## src/rtl/da_player.sv

```systemverilog
// rtl/da_player.sv - playback sequencer: reads a run of bytes from the receive buffer into the DAC at a fixed period.
// Buffer read path is pipelined (address reg + OCE output reg), so each issue is captured two cycles later.
module da_player #(
  parameter logic [7:0] IDLE_CODE = 8'h80,
  parameter int         PER_W     = 16
) (
  input  logic             clk,
  input  logic             reset,
  input  logic             start,
  input  logic             stop,
  input  logic [13:0]      base,
  input  logic [13:0]      len,
  input  logic [PER_W-1:0] period,
  input  logic             loop,
  output logic [13:0]      adb,
  output logic             ceb,
  output logic             oce,
  input  logic [7:0]       rd_data,
  output logic [7:0]       da_data,
  output logic             da_strobe,
  output logic             busy,
  output logic             done
);

  typedef enum logic [1:0] {
    S_IDLE,
    S_RUN,
    S_DRAIN
  } state_t;

  localparam logic [PER_W-1:0] MIN_PER = PER_W'(3);

  state_t           state_q;
  logic [13:0]      adb_q;
  logic             ceb_q;
  logic             oce_q;
  logic [7:0]       da_data_q;
  logic             da_strobe_q;
  logic             busy_q;
  logic             done_q;

  logic [13:0]      base_q;
  logic [14:0]      len_q;
  logic [PER_W-1:0] pm1_q;
  logic             loop_q;
  logic [13:0]      addr_q;
  logic [14:0]      rem_q;
  logic [PER_W-1:0] cnt_q;
  logic             v1_q;
  logic             v2_q;

  logic [PER_W-1:0] period_d;
  logic [PER_W-1:0] pm1_d;
  logic [14:0]      len_d;

  always_comb begin
    period_d = (period < MIN_PER) ? MIN_PER : period;
    pm1_d    = period_d - PER_W'(1);
    len_d    = (len == 14'd0) ? 15'd16384 : {1'b0, len};
  end

  // rem_q counts issues still owed after the current one; cnt_q counts down to the next issue.
  always_ff @(posedge clk or posedge reset) begin
    if (reset) begin
      state_q     <= S_IDLE;
      adb_q       <= 14'd0;
      ceb_q       <= 1'b0;
      oce_q       <= 1'b0;
      da_data_q   <= IDLE_CODE;
      da_strobe_q <= 1'b0;
      busy_q      <= 1'b0;
      done_q      <= 1'b0;
      base_q      <= 14'd0;
      len_q       <= 15'd0;
      pm1_q       <= '0;
      loop_q      <= 1'b0;
      addr_q      <= 14'd0;
      rem_q       <= 15'd0;
      cnt_q       <= '0;
      v1_q        <= 1'b0;
      v2_q        <= 1'b0;
    end else begin
      v1_q        <= ceb_q;
      v2_q        <= v1_q;
      ceb_q       <= 1'b0;
      da_strobe_q <= 1'b0;
      done_q      <= 1'b0;
      case (state_q)
        S_IDLE: begin
          busy_q <= 1'b0;
          oce_q  <= 1'b0;
          // busy_q still high here means this is the final strobe cycle of the last run.
          if (start && !stop && !busy_q) begin
            base_q  <= base;
            len_q   <= len_d;
            pm1_q   <= pm1_d;
            loop_q  <= loop;
            ceb_q   <= 1'b1;
            adb_q   <= base;
            addr_q  <= base + 14'd1;
            rem_q   <= len_d - 15'd1;
            cnt_q   <= pm1_d;
            busy_q  <= 1'b1;
            oce_q   <= 1'b1;
            state_q <= (len_d == 15'd1 && !loop) ? S_DRAIN : S_RUN;
          end
        end
        S_RUN, S_DRAIN: begin
          if (stop) begin
            state_q   <= S_IDLE;
            ceb_q     <= 1'b0;
            oce_q     <= 1'b0;
            busy_q    <= 1'b0;
            da_data_q <= IDLE_CODE;
            v1_q      <= 1'b0;
            v2_q      <= 1'b0;
          end else begin
            if (v2_q) begin
              da_data_q   <= rd_data;
              da_strobe_q <= 1'b1;
            end
            if (state_q == S_DRAIN) begin
              if (v2_q) begin
                done_q  <= 1'b1;
                oce_q   <= 1'b0;
                state_q <= S_IDLE;
              end
            end else if (cnt_q == '0) begin
              cnt_q <= pm1_q;
              ceb_q <= 1'b1;
              if (rem_q == 15'd0) begin
                // Only reachable in loop mode: wrap back to the start of the run.
                adb_q  <= base_q;
                addr_q <= base_q + 14'd1;
                rem_q  <= len_q - 15'd1;
              end else begin
                adb_q  <= addr_q;
                addr_q <= addr_q + 14'd1;
                rem_q  <= rem_q - 15'd1;
                if (rem_q == 15'd1 && !loop_q) begin
                  state_q <= S_DRAIN;
                end
              end
            end else begin
              cnt_q <= cnt_q - PER_W'(1);
            end
          end
        end
        default: state_q <= S_IDLE;
      endcase
    end
  end

  assign adb       = adb_q;
  assign ceb       = ceb_q;
  assign oce       = oce_q;
  assign da_data   = da_data_q;
  assign da_strobe = da_strobe_q;
  assign busy      = busy_q;
  assign done      = done_q;

endmodule

```

## config.mk

```make
export PLATFORM = sky130hd
export DESIGN_NAME = da_player
export DESIGN_NICKNAME = d
export VERILOG_FILES = /design/src/rtl/da_player.sv
export SDC_FILE = /design/constraint.sdc
export NUM_CORES = 1
export LEC_CHECK = 0
export CORE_MARGIN = 3
export CORE_UTILIZATION = 46
export CTS_CLUSTER_DIAMETER = 80
export CTS_CLUSTER_SIZE = 28
export DETAILED_ROUTE_END_ITERATION = 12
export PLACE_DENSITY = 0.79
export SLEW_MARGIN = 10
export SYNTH_ARGS = -nofsm -noshare
export SYNTH_HDL_FRONTEND = slang
export SYNTH_SLANG_ARGS = --single-unit
```

## constraint.sdc

```tcl
create_clock -name clk -period 5.35 [get_ports clk]
set_clock_uncertainty 0.1 [all_clocks]
set_input_delay 0.535 -clock clk [delete_from_list [all_inputs] [get_ports clk]]
set_output_delay 0.535 -clock clk [all_outputs]
set_load 0.02 [all_outputs]
```

==> summary.txt <==
Status: completed
Maxcap violations: 0
Async set-or-reset flop fraction in the synthesized netlist: 1.00
YS warnings: 0
Fin Hold WS: 360 ps
Initial DRC Count: 559
Clock slew at reported path FFs: 60 ps
Fmax: 275 MHz
Standard-cell rows: 44
Avg WL per Cell: 16.7 um
Number of synthesized register bits: 122
Fillers: 1302
Post CTS Setup Buffer Count: 0
Multi-input gate area: 3890 um2
Largest net degree at the start of global routing: 76
Share of layout cells above drive strength 1: 0.0807
Final WL: 18600 um
Setup-failing EPs final: 0
Nets: 984
Final worst path period share: 0.679
Worst setup EP type: register
Critical path class: reg -> reg
Reg area: 3050 um2
H-tree Lvls: 4
Die Y: 131 um
Mapped Cells: 848
Post-CTS Hold Buffers: 0
Residual DRC count: 0
Clock Tree Buf Depth: 2
Cts bufs inserted: 17
Measured slew at the worst slew-check pin: 1010 ps
Min-delay worst type: reg -> reg
First-pass GRT wire length: 30800 um
Post-placement cell count: 1081
Critical path required time: 5560 ps
RePlAce Congestion: 0.857
Top FF cell, synth: dfrtp_1
Via count: 6528
Synthesized Nets: 916
Initial core utilization: 0.482
I/O Pins: 84
Setup TNS Final: 0 ps
P_leak: 3.71 nW
Die ar.: 17100 um2
Clock root cell: clkbuf_16
Startpoint types: register
Dpl cell area: 8160 um2
Final instance area: 8750 um2
CTS tree: yes
Total gr overflow: 0
Power Density: 587 nW/um2
Syn avg cell area: 8.45 um2
Max FO, Critical Path: 13
Fin. Hold Viols: 0
Overall Global Routing Usage: 0.225
Final HPWL DP: 12500 um
Fin. max-slew vios: 0
DR pass1 iterations: 5
Die X: 131 um
Final ANT Viol Nets: 0
Core Region: 14900 um2
Worst vdd ir: 0.333 mV
Number of flops mapped to enable cells by yosys: 0
Critical path arrival: 3840 ps
Sequential fraction of the synthesis area: 0.426
Max-slew headroom: 0.326
Post-synthesis cell type count: 66
Number of clock sinks: 122
Port Buffer Count: 83
Layout Cells excl Fill: 1113
Area grow syn2layout: 22.1%
Post-CTS Resized: 0
Vias in the first global route: 6144
Ant diodes: 0
Clock Latency Late Sink: 420 ps
RSZ-0062 raised after global routing: false
Min Tclk post-route: 3630 ps
Initial antenna violation count: 0
Vias per cell: 5.87
Post-Syn Area: 7170 um2
cells in the final DEF, fill, tap and decap left out, drive strengths merged, types with 25 or more instances in the layout:
master         count
clkdlybuf4s50     83
dfrtp            121
xor2              25
nand2            215
xnor2             33
o21ai             79
nor3              35
clkbuf            25
a21oi             26
nor2              53
power breakdown:
group / leakage (nW) / switching [W] / internal, W
Combinational: 1.88 / 0.00138 / 0.000930
Sequential: 1.53 / 0.000342 / 0.00133
Clock: 0.293 / 0.000411 / 0.000744
Total: 3.71 / 0.00213 / 0.00301
final timing paths:
check | slack, ps | cells after the start | endpoint | start
worst max-delay path | 1720 | 9 | addr_q[6]$_DFFE_PP0P_ | rem_q[0]$_DFFE_PP0P_
worst min-delay path | 360 | 2 | addr_q[1]$_DFFE_PP0P_ | addr_q[1]$_DFFE_PP0P_
worst max register to register | 1720 | 9 | addr_q[6]$_DFFE_PP0P_ | rem_q[0]$_DFFE_PP0P_
worst min register to register | 360 | 2 | addr_q[1]$_DFFE_PP0P_ | addr_q[1]$_DFFE_PP0P_
max in group asynchronous | 3420 | 3 | pm1_q[7]$_DFFE_PP0P_ | reset
min in group asynchronous | 590 | 2 | da_strobe$_DFF_PP0_ | reset
cell type report:
| class | count | area share |
|---|---|---|
| clock buffers | 25 | 0.0578 |
| clock inverters | 7 | 0.0100 |
| inverters | 17 | 0.00758 |
| multi-input cells | 664 | 0.445 |
| flip-flops and latches | 122 | 0.349 |
| well taps | 184 | 0.0263 |
| repair buffers | 94 | 0.104 |
synthesized netlist by cell type (7+ instances only):
library cell,n,area (um2)
a21oi_1,25,125
a22o_1,9,78.8
a41oi_1,11,96.3
and2_1,9,56.3
clkbuf_1,38,143
dfrtp_1,121,3030
ha_1,11,138
inv_1,17,63.8
mux2_2,9,101
nand2_1,215,807
nand2b_1,8,50.1
nand3_1,15,75.1
nor2_1,53,199
nor3_1,35,175
nor4_1,17,106
o211ai_1,8,60.1
o21ai_0,72,360
o21ai_1,7,35.0
or3_1,8,50.1
xnor2_1,33,289
xor2_1,25,219
critical path: stages, from the launching register on:
cell,delay [ps]
dfrtp_1,430
inv_1,100
ha_1,230
or3b_2,550
nor4_4,780
a221o_1,370
nand4_1,250
a211o_1,330
xnor2_1,120
mux2_2,260
through the flow:
stage | utilization | setup WS (ps) | total power (W)
global placement | 0.549 | 1690 | 0.00387
finish | 0.589 | 1720 | 0.00514
CTS | 0.589 | 1760 | 0.00513
detailed placement | 0.549 | 1500 | 0.00394
global route | 0.589 | 1530 | 0.00551
floorplan | - | 1470 | 0.00327
registers in the layout, summed over array words and instances, names as in the netlist, 2 cells and up:
register and cells:
adb 14, addr_q 14, base_q 14, cnt_q 16
da_data 8, len_q 15, pm1_q 16, rem_q 15
state_q 2
per-layer routing:
layer	global-route usage	part of all wire	routed length [um]	vias up
li1	-	-	-	3128
met1	0.314	0.46	8480	3159
met2	0.356	0.47	8730	217
met3	0.0541	0.062	1160	24
met4	0.0569	0.012	225	0
met5	0	0	0	-
cell families after synthesis:
group	after synthesis	share of synthesized area
multiplexers	11	0.0169
AND/OR/NAND/NOR	397	0.260
XOR/XNOR	58	0.0709
buffers and inverters	62	0.0342
flip-flops	122	0.426
AO/OA/AOI/OAI	187	0.173
adder cells (fa/ha/maj)	11	0.0192
(Power assumes the default switching activity.)
